==> src/rtl/seg7_pkg.sv <==
// seg7_pkg
// Shared constants for the multiplexed 7-segment display controller.
//   - Segment bit positions inside the 8-bit pattern (a..g, dp).
//   - 16-entry hex -> segment glyph table, active-high, bit0 = a ... bit6 = g.
//   - Width helpers used to size counters from parameters.
package seg7_pkg;

  localparam int SEG_A  = 0;
  localparam int SEG_B  = 1;
  localparam int SEG_C  = 2;
  localparam int SEG_D  = 3;
  localparam int SEG_E  = 4;
  localparam int SEG_F  = 5;
  localparam int SEG_G  = 6;
  localparam int SEG_DP = 7;

  // Entry n is the glyph for hex digit n (entry 15 is listed first).
  localparam logic [15:0][6:0] SEG_HEX = {
    7'h71, 7'h79, 7'h5E, 7'h39, 7'h7C, 7'h77, 7'h6F, 7'h7F,
    7'h07, 7'h7D, 7'h6D, 7'h66, 7'h4F, 7'h5B, 7'h06, 7'h3F
  };

  // Bits needed to index n items (0..n-1); never narrower than one bit.
  function automatic int width_of(input int n);
    if (n <= 1) begin
      return 1;
    end else begin
      return $clog2(n);
    end
  endfunction

endpackage

==> src/rtl/seg7_hex_decode.sv <==
// seg7_hex_decode
// Combinational glyph generator for one digit.
// Ports:
//   nibble  in  4  hex value to display
//   dp      in  1  decimal point request
//   blank   in  1  suppress segments a..g (leading-zero blanking)
//   pattern out 8  active-high pattern, bit0..6 = a..g, bit7 = dp
module seg7_hex_decode
  import seg7_pkg::*;
(
  input  logic [3:0] nibble,
  input  logic       dp,
  input  logic       blank,
  output logic [7:0] pattern
);

  // Look up the glyph; a blanked digit keeps its decimal point
  always_comb begin
    pattern = 8'h00;
    if (blank) begin
      pattern[SEG_G:SEG_A] = 7'h00;
    end else begin
      pattern[SEG_G:SEG_A] = SEG_HEX[nibble];
    end
    pattern[SEG_DP] = dp;
  end

endmodule

==> src/rtl/seg7_scan_ctrl.sv <==
// seg7_scan_ctrl
// Multiplexed 7-segment scanner with double-buffered writes, leading-zero
// blanking, PWM brightness and a blank guard interval at each dwell start.
// Ports:
//   clk          in   1         system clock
//   rst          in   1         synchronous active-high reset
//   wr_valid     in   1         write request
//   wr_ready     out  1         pending buffer empty
//   wr_data      in   4*DIGITS  hex nibbles, nibble i -> digit i (0 = rightmost)
//   wr_dp        in   DIGITS    decimal point per digit
//   wr_blank_lz  in   1         leading-zero blanking for this write
//   bright       in   BRIGHT_W  brightness, sampled at each dwell start
//   seg7         out  8         a..g in bits 0..6, dp in bit 7
//   seg_cs       out  DIGITS    one-hot digit select
//   frame_done   out  1         pulse during the last cycle of a frame
module seg7_scan_ctrl
  import seg7_pkg::*;
#(
  parameter int CLK_MHZ        = 50,
  parameter int DIGITS         = 4,
  parameter int SCAN_US        = 1000,
  parameter int GUARD_CYC      = CLK_MHZ,
  parameter int BRIGHT_W       = 3,
  parameter int SEG_ACTIVE_LOW = 1,
  parameter int CS_ACTIVE_LOW  = 1
)(
  input  logic                  clk,
  input  logic                  rst,
  input  logic                  wr_valid,
  output logic                  wr_ready,
  input  logic [4*DIGITS-1:0]   wr_data,
  input  logic [DIGITS-1:0]     wr_dp,
  input  logic                  wr_blank_lz,
  input  logic [BRIGHT_W-1:0]   bright,
  output logic [7:0]            seg7,
  output logic [DIGITS-1:0]     seg_cs,
  output logic                  frame_done
);

  localparam int DWELL = CLK_MHZ * SCAN_US;
  localparam int CNT_W = width_of(DWELL);
  localparam int IDX_W = width_of(DIGITS);
  // Wide enough for (bright+1)*DWELL before the shift.
  localparam int ONL_W = BRIGHT_W + CNT_W + 2;

  localparam logic [CNT_W-1:0]  CNT_LAST = CNT_W'(DWELL - 1);
  localparam logic [IDX_W-1:0]  IDX_LAST = IDX_W'(DIGITS - 1);
  localparam logic [7:0]        SEG_OFF  = (SEG_ACTIVE_LOW != 0) ? 8'hFF : 8'h00;
  localparam logic [DIGITS-1:0] CS_OFF   = (CS_ACTIVE_LOW != 0) ? {DIGITS{1'b1}}
                                                                : {DIGITS{1'b0}};

  // Scan state
  logic [CNT_W-1:0]    cnt_q, cnt_d;
  logic [IDX_W-1:0]    idx_q, idx_d;
  logic [BRIGHT_W-1:0] bright_q, bright_d;
  logic                frame_end_s;

  // Write buffers
  logic [4*DIGITS-1:0] pend_data_q, pend_data_d;
  logic [DIGITS-1:0]   pend_dp_q, pend_dp_d;
  logic                pend_lz_q, pend_lz_d;
  logic                pend_full_q, pend_full_d;
  logic [4*DIGITS-1:0] disp_data_q, disp_data_d;
  logic [DIGITS-1:0]   disp_dp_q, disp_dp_d;
  logic                disp_lz_q, disp_lz_d;
  logic                wr_ready_q, wr_ready_d;

  // Output path
  logic [ONL_W-1:0]    on_len_s;
  logic                window_s;
  logic [DIGITS-1:0]   blank_s;
  logic                seen_nz_s;
  logic [3:0]          nib_s;
  logic                dp_s;
  logic                blk_s;
  logic [7:0]          pat_s;
  logic [DIGITS-1:0]   cs_onehot_s;
  logic [7:0]          seg7_q, seg7_d;
  logic [DIGITS-1:0]   seg_cs_q, seg_cs_d;
  logic                frame_done_q, frame_done_d;

  // Dwell counter and digit index; the frame ends on the last digit's last cycle
  always_comb begin
    cnt_d       = cnt_q;
    idx_d       = idx_q;
    frame_end_s = 1'b0;
    if (cnt_q == CNT_LAST) begin
      cnt_d = {CNT_W{1'b0}};
      if (idx_q == IDX_LAST) begin
        idx_d       = {IDX_W{1'b0}};
        frame_end_s = 1'b1;
      end else begin
        idx_d = idx_q + IDX_W'(1);
      end
    end else begin
      cnt_d = cnt_q + CNT_W'(1);
    end
    // Registered from next state so the pulse lines up with the last cycle itself
    frame_done_d = (idx_d == IDX_LAST) && (cnt_d == CNT_LAST);
  end

  // Brightness is taken live at cnt 0 and held for the rest of the dwell
  always_comb begin
    if (cnt_q == {CNT_W{1'b0}}) begin
      bright_d = bright;
    end else begin
      bright_d = bright_q;
    end
    on_len_s = ((ONL_W'(bright_d) + ONL_W'(1)) * ONL_W'(DWELL)) >> BRIGHT_W;
    window_s = (ONL_W'(cnt_q) >= ONL_W'(GUARD_CYC)) && (ONL_W'(cnt_q) < on_len_s);
  end

  // Pending/display double buffer: transfer only at a frame boundary
  always_comb begin
    pend_data_d = pend_data_q;
    pend_dp_d   = pend_dp_q;
    pend_lz_d   = pend_lz_q;
    pend_full_d = pend_full_q;
    disp_data_d = disp_data_q;
    disp_dp_d   = disp_dp_q;
    disp_lz_d   = disp_lz_q;
    // wr_ready_q implies the pending buffer is empty, so these never collide
    if (frame_end_s && pend_full_q) begin
      disp_data_d = pend_data_q;
      disp_dp_d   = pend_dp_q;
      disp_lz_d   = pend_lz_q;
      pend_full_d = 1'b0;
    end else if (wr_valid && wr_ready_q) begin
      pend_data_d = wr_data;
      pend_dp_d   = wr_dp;
      pend_lz_d   = wr_blank_lz;
      pend_full_d = 1'b1;
    end else begin
      pend_full_d = pend_full_q;
    end
    wr_ready_d = ~pend_full_d;
  end

  // Blank zero digits from the most significant end down to the first nonzero one
  always_comb begin
    seen_nz_s = 1'b0;
    blank_s   = {DIGITS{1'b0}};
    for (int i = DIGITS - 1; i >= 0; i--) begin
      if (disp_data_q[4*i +: 4] != 4'h0) begin
        seen_nz_s = 1'b1;
      end else begin
        seen_nz_s = seen_nz_s;
      end
      if (i == 0) begin
        blank_s[i] = 1'b0;
      end else begin
        blank_s[i] = disp_lz_q & ~seen_nz_s;
      end
    end
  end

  // Select the digit being scanned
  always_comb begin
    nib_s       = disp_data_q[{idx_q, 2'b00} +: 4];
    dp_s        = disp_dp_q[idx_q];
    blk_s       = blank_s[idx_q];
    cs_onehot_s = DIGITS'(1'b1) << idx_q;
  end

  seg7_hex_decode u_decode (
    .nibble  (nib_s),
    .dp      (dp_s),
    .blank   (blk_s),
    .pattern (pat_s)
  );

  // Gate by the PWM window, then apply output polarity (XOR with the idle level)
  always_comb begin
    if (window_s) begin
      seg7_d   = pat_s ^ SEG_OFF;
      seg_cs_d = cs_onehot_s ^ CS_OFF;
    end else begin
      seg7_d   = SEG_OFF;
      seg_cs_d = CS_OFF;
    end
  end

  // State and output registers
  always_ff @(posedge clk) begin
    if (rst) begin
      cnt_q        <= {CNT_W{1'b0}};
      idx_q        <= {IDX_W{1'b0}};
      bright_q     <= {BRIGHT_W{1'b0}};
      pend_data_q  <= {(4*DIGITS){1'b0}};
      pend_dp_q    <= {DIGITS{1'b0}};
      pend_lz_q    <= 1'b0;
      pend_full_q  <= 1'b0;
      disp_data_q  <= {(4*DIGITS){1'b0}};
      disp_dp_q    <= {DIGITS{1'b0}};
      disp_lz_q    <= 1'b0;
      wr_ready_q   <= 1'b0;
      seg7_q       <= SEG_OFF;
      seg_cs_q     <= CS_OFF;
      frame_done_q <= 1'b0;
    end else begin
      cnt_q        <= cnt_d;
      idx_q        <= idx_d;
      bright_q     <= bright_d;
      pend_data_q  <= pend_data_d;
      pend_dp_q    <= pend_dp_d;
      pend_lz_q    <= pend_lz_d;
      pend_full_q  <= pend_full_d;
      disp_data_q  <= disp_data_d;
      disp_dp_q    <= disp_dp_d;
      disp_lz_q    <= disp_lz_d;
      wr_ready_q   <= wr_ready_d;
      seg7_q       <= seg7_d;
      seg_cs_q     <= seg_cs_d;
      frame_done_q <= frame_done_d;
    end
  end

  assign wr_ready   = wr_ready_q;
  assign seg7       = seg7_q;
  assign seg_cs     = seg_cs_q;
  assign frame_done = frame_done_q;

endmodule

==> config.mk <==
export PLATFORM = sky130hd
export DESIGN_NAME = seg7_scan_ctrl
export DESIGN_NICKNAME = d
export VERILOG_FILES = /design/src/rtl/seg7_pkg.sv /design/src/rtl/seg7_hex_decode.sv /design/src/rtl/seg7_scan_ctrl.sv
export SDC_FILE = /design/constraint.sdc
export NUM_CORES = 1
export LEC_CHECK = 0
export CORE_ASPECT_RATIO = 0.5
export CORE_MARGIN = 2
export CORE_UTILIZATION = 25
export DETAILED_ROUTE_END_ITERATION = 8
export PLACE_DENSITY_LB_ADDON = 0.25
export SYNTH_ARGS = -nofsm -noshare
export SYNTH_HDL_FRONTEND = slang
export SYNTH_SLANG_ARGS = --single-unit
==> constraint.sdc <==
create_clock -name clk -period 5.6 [get_ports clk]
set_input_delay 1.12 -clock clk [delete_from_list [all_inputs] [get_ports clk]]
set_output_delay 1.12 -clock clk [all_outputs]
set_load 0.01 [all_outputs]
==> impl_metrics.toml <==
[drt]
routed.top_layer = "met4"
routed_wl_um = 10900
routedWlPerCell_um = 13.3
firstDrtPassIters = 4
wl_met3_um = 214
ant_nets = 0
drt-met1-wl_um = 5620
met2_length_um = 4930
route.detailed.drc = 0
vias = 3710
via_per_inst = 4.55
drtIter0Drc = 120

[sta]
min_period_ps = 5240
finalHoldViolCount = 0
final.setup.tns_ps = 0
slew_viol_final = 0
max_freq_ghz = 0.191
slew_headroom = 0.443
fin_crit_sh = 0.936
setup_viol = 0
final.setup_skew_ps = 8.70
worstMarginPinSlew_ps = 835
setup_ws_ps = 361

[power_and_ir_drop]
power_density_nw_per_um2 = 268
ir_drop_v = 0.000135
p_leak_nw = 2.12

[cells_and_area]
utilization = 0.316
antenna_cells = 0
drive_above_1_share = 0.117
layout_common_cells = "114 x nand2_1, 78 x dfxtp_1, 55 x a21oi_1"
layout_commonest_cell = "nand2_1"
nets = 648
instances_no_fill = 816
area_growth_pct = 24.4
design_area_um2 = 5460

[clock_network]
clockRootBuffer = "clkbuf_16"
clkSlewWorstSetupHoldPaths_ps = 60
clock_latency_ps = 340
cts_made_buffers = 9
cts.sinks = 78
cts_buffer_depth = 2
htreeDepth = 3
ctsHoldBuffers = 0
cts_tree = "done"

[placement]
dp_cells = 797
place_hpwl_um = 7980
gpl.final_weighted_congestion = 0.812
pre_cts_ws_ps = -76.5
place_area_um2 = 5140
port_buffers = 40

[yosys]
syn_area_per_cell_um2 = 8.35
syn_nets = 597
synth-edff-count = 0
yosysSeqAreaShare = 0.356
synth_cells = 526
ys_types = 57
synthFlopType = "dfxtp_1"
async_flop_share = 0
ys_seq_elements = 78
synth_warnings = 0
netlist_area_um2 = 4390

[worst_setup_path]
arrival_ps = 5430
cp-end-kind = "flop"
crit_chain = "clkdlybuf4s50_1, mux2_2, ha_1, ha_1, inv_1, fa_1, inv_1, ha_1, and3b_1, o21a_1, o21ai_0, a211oi_1, o21ai_0, xor2_1, ha_1, a21o_1, nand2b_1, o32ai_1, a311oi_4, o211ai_1"
worstSetupStartpointType = "primary input"
cp_slowest_cell = "clkdlybuf4s50_1"
critPathRequiredTime_ps = 5790
path_common_cell = "ha_1"
path_class = "primary input to flop"
crit_path_max_incr_delay_ps = 450
worstPathMaxFanout = 6

[floorplan]
die-area_um2 = 18700
ioPinCount = 41
start_util = 0.254
chipWidth_um = 191
num_rows = 34
core-area_um2 = 17300
die_h_um = 97.7

[status]
status = "completed"

[grt]
grt_pass1_wl_um = 18100
grt_pass1_vias = 3600
grt_usage = 0.120
gr-total-overflow = 0
grt_max_degree = 57
antenna_found_initial = 0

[run]
cap_violations = 0

[min_path]
hold_class = "flop to flop"
-- critical path: cells and delay by family --
family	cells	cell delay, ps
adder cells (fa/ha/maj)	5	1420
multiplexers	1	300
AO/OA/AOI/OAI	8	1550
buffers and inverters	3	570
AND/OR/NAND/NOR	2	280
XOR/XNOR	1	210
-- Yosys cell counts, drive strengths merged, types with 2 or more instances --
library cell	number	area, um^2
nand2	114	428
dfxtp	78	1560
a21oi	55	275
ha	43	538
nor2	39	149
o21ai	19	95.1
inv	16	60.1
xor2	15	131
buf	14	68.8
nand3	14	70.1
clkbuf	13	48.8
nand4	13	96.3
xnor2	10	87.6
mux2i	8	92.6
mux2	7	78.8
nor3	7	40.0
a21o	6	45.0
and3	5	31.3
nor4	5	52.6
a211oi	3	22.5
a31oi	3	18.8
and4	3	26.3
mux4	3	67.6
nand2b	3	18.8
or4	3	22.5
a221oi	2	17.5
a311oi	2	35.0
o211ai	2	15.0
o21a	2	15.0
o31ai	2	20.0
or2	2	12.5
-- report_power, final --
| group | switching (mW) | internal [mW] |
|---|---|---|
| clock network | 0.256 | 0.307 |
| logic | 0.169 | 0.157 |
| registers | 0.00721 | 0.567 |
| total | 0.432 | 1.03 |
-- state kept, by name, indices dropped and copies added (netlist names) --
signal / count
cnt_q: 16
disp_data_q: 16
pend_data_q: 16
seg7: 8
disp_dp_q: 4
pend_dp_q: 4
seg_cs: 4
bright_q: 3
idx_q: 2
disp_lz_q: 1
frame_done: 1
pend_full_q: 1
pend_lz_q: 1
wr_ready: 1
-- layout make-up --
type / instances / area [um^2]
Sequential cell: 78 / 1560
Multi-Input combinational cell: 404 / 2670
Tap cell: 234 / 293
Clock inverter: 7 / 55.1
Timing Repair Buffer: 67 / 598
Fill cell: 1898 / 11800
Clock buffer: 9 / 225
Inverter: 17 / 63.8
-- logic make-up (layout without fill, tap and decap cells) --
group                    Yosys count  after routing  synth area share
AND/OR/NAND/NOR                  214            214             0.228
adder cells (fa/ha/maj)           44             44             0.127
AO/OA/AOI/OAI                    103            103             0.144
XOR/XNOR                          25             25            0.0499
flip-flops                        78             78             0.356
buffers and inverters             44            100            0.0413
multiplexers                      18             18            0.0544
-- per-layer routing --
layer,up-vias,track usage
li1,1928,-
met1,1735,0.165
met2,38,0.192
met3,9,0.0228
met4,0,0.0320
met5,-,0
-- per-stage QoR --
step                      power, mW  hold slack (ps)
after floorplan               0.797              427
after global placement        0.903              441
after detailed placement      0.906              446
after CTS                      1.47              455
after global routing           1.54              475
final                          1.46              451
-- what timing repair did --
| action | 4_1_cts | 5_1_grt |
|---|---|---|
| setup endpoints to repair | 0 | 12 |
| setup buffers | 0 | 3 |
| resized for setup | 0 | 2 |
-- final timing paths --
kind	endpoint	slack (ps)	cells past startpoint	from
worst max-delay path	seg7[4]$_SDFF_PP1_	360	20	bright[1]
worst min-delay path	disp_data_q[2]$_SDFFE_PP0P_	450	2	disp_data_q[2]$_SDFFE_PP0P_
worst min register to register	disp_data_q[2]$_SDFFE_PP0P_	450	2	disp_data_q[2]$_SDFFE_PP0P_
worst max register to register	seg7[4]$_SDFF_PP1_	440	25	cnt_q[0]$_SDFF_PP0_
Power figures use the tool's default switching activity.
==> variant, RTL diff (same flow settings) <==
Reset style: asynchronous (`rst`), changed in one clocked block. Comments in the files are not updated.
--- a/src/rtl/seg7_scan_ctrl.sv
+++ b/src/rtl/seg7_scan_ctrl.sv
@@ -181,7 +181,7 @@
   end
 
   // State and output registers
-  always_ff @(posedge clk) begin
+  always_ff @(posedge clk or posedge rst) begin
     if (rst) begin
       cnt_q        <= {CNT_W{1'b0}};
       idx_q        <= {IDX_W{1'b0}};
Formal check against the unedited RTL: differs if rst is asserted again (counterexample within 4 cycles, from zero or initial values and one cycle with rst high); with rst held inactive, the same outputs for 10 cycles.
==> variant against the unedited design <==
Sequential power increased by 11%. Global-route usage decreased by 0.57 points. Synthesized area increased by 3.3%. Power about the same. First-iteration DRC count decreased by 9.2%. Synthesized cell count decreased by 24%. Core utilization increased by 2.2 points. Design area increased by 8.8%. Wire length decreased by 3.9%. Sequential share of layout area increased by 4.5 points. Largest power group unchanged. Non-clock buffer count increased by 22. Worst setup slack got worse by 0.067 ns. Sequential cell count unchanged. Via count decreased by 11%.
==> variant: results (changes against the unedited design) <==
peak per-stage delay on the critical path 0.55 ns (was 0.45 ns); hpwl dp 7.99 mm (was 7.98 mm); crit path DAT 5.55 ns (was 5.43 ns); critical path endpoint seg_cs[3]$_DFF_PP1_ (was seg7[4]$_SDFF_PP1_); placed inst area 5490 um^2 (was 5140 um^2); Comb pwr share 16.2% (was 22.3%); placed cells 705 (was 797); post-cts sizing count 5 (was 0); worst r2r src cnt_q[14]$_DFF_PP0_ (was cnt_q[0]$_SDFF_PP0_); WL final 10.5 mm (was 10.9 mm); Yosys cell types 54 (was 57); Synth Area in XOR/XNOR 4.63% (was 4.99%); CP top delay family simple AND/OR/NAND/NOR gates (was compound AO/OA/AOI/OAI gates); routed length on met2 4.97 mm (was 4.93 mm); Internal 1090 uW (was 1030 uW); R2R depth 24 (was 25); fmax 0.188 GHz (was 0.191 GHz); initial detailed-routing violation count 109 (was 120); met2 usage in global routing 19.6% (was 19.2%); HP Start pend_data_q[9]$_DFFE_PP0P_ (was disp_data_q[2]$_SDFFE_PP0P_); vias in the first global route 3469 (was 3600); NumNets Final 557 (was 648); Tightest Pin Transition 1.10 ns (was 0.835 ns); DR WL/cell 14.4 um (was 13.3 um); reg2reg end seg_cs[3]$_DFF_PP1_ (was seg7[4]$_SDFF_PP1_); first-pass GRT wire length 17.6 mm (was 18.1 mm); post-synthesis mux area share 14.6% (was 5.44%); share of cells above drive strength 1 31.2% (was 11.7%); GR met1 Demand/Resource 14.6% (was 16.5%); outcome finished clean (unchanged); synthesized net count 473 (was 597); met3 Usage GRT 2.44% (was 2.28%); post-synthesis async set-or-reset flop share 100% (was 0%); pin count of the biggest net entering global routing 44 (was 57); Leak 0.00260 uW (was 0.00212 uW); Synth Area in Compound Gates 9.65% (was 14.4%); peak supply drop 0.138 mV (was 0.135 mV); Synth top cells by count 66 x dfrtp_1, 45 x mux2_2, 43 x ha_1 (was 114 x nand2_1, 78 x dfxtp_1, 55 x a21oi_1); Fin Clk Skew 0.00566 ns (was 0.00870 ns); met3 wire length 230 um (was 214 um)
-- variant: changes by cell type in the layout (fill, tap and decap cells not counted), moves of 12 or more --
cell | before | now
a21oi_1 | 55 | 13
buf_4 | 27 | 48
dfrtp_1 | 0 | 66
dfstp_2 | 0 | 12
dfxtp_1 | 78 | 0
mux2_2 | 7 | 44
nand2_1 | 114 | 13
nor2_1 | 38 | 24
-- variant: kinds of logic (layout without fill, tap and decap cells) --
logic type,count (synthesis),after routing
compound gates,67,67
buf+inv,39,128
xor+xnor,24,24
simple gates,97,97
fa+ha+maj,44,44
flops,78,78
mux,53,53
-- variant: final cells by class --
cell class	count	area, um^2
clock buffers	10	229
clock inverters	6	71.3
fillers	1798	11600
inverters	23	87.6
multi-input cells	285	2520
flip-flops and latches	78	1970
well taps	234	293
repair buffers	89	772
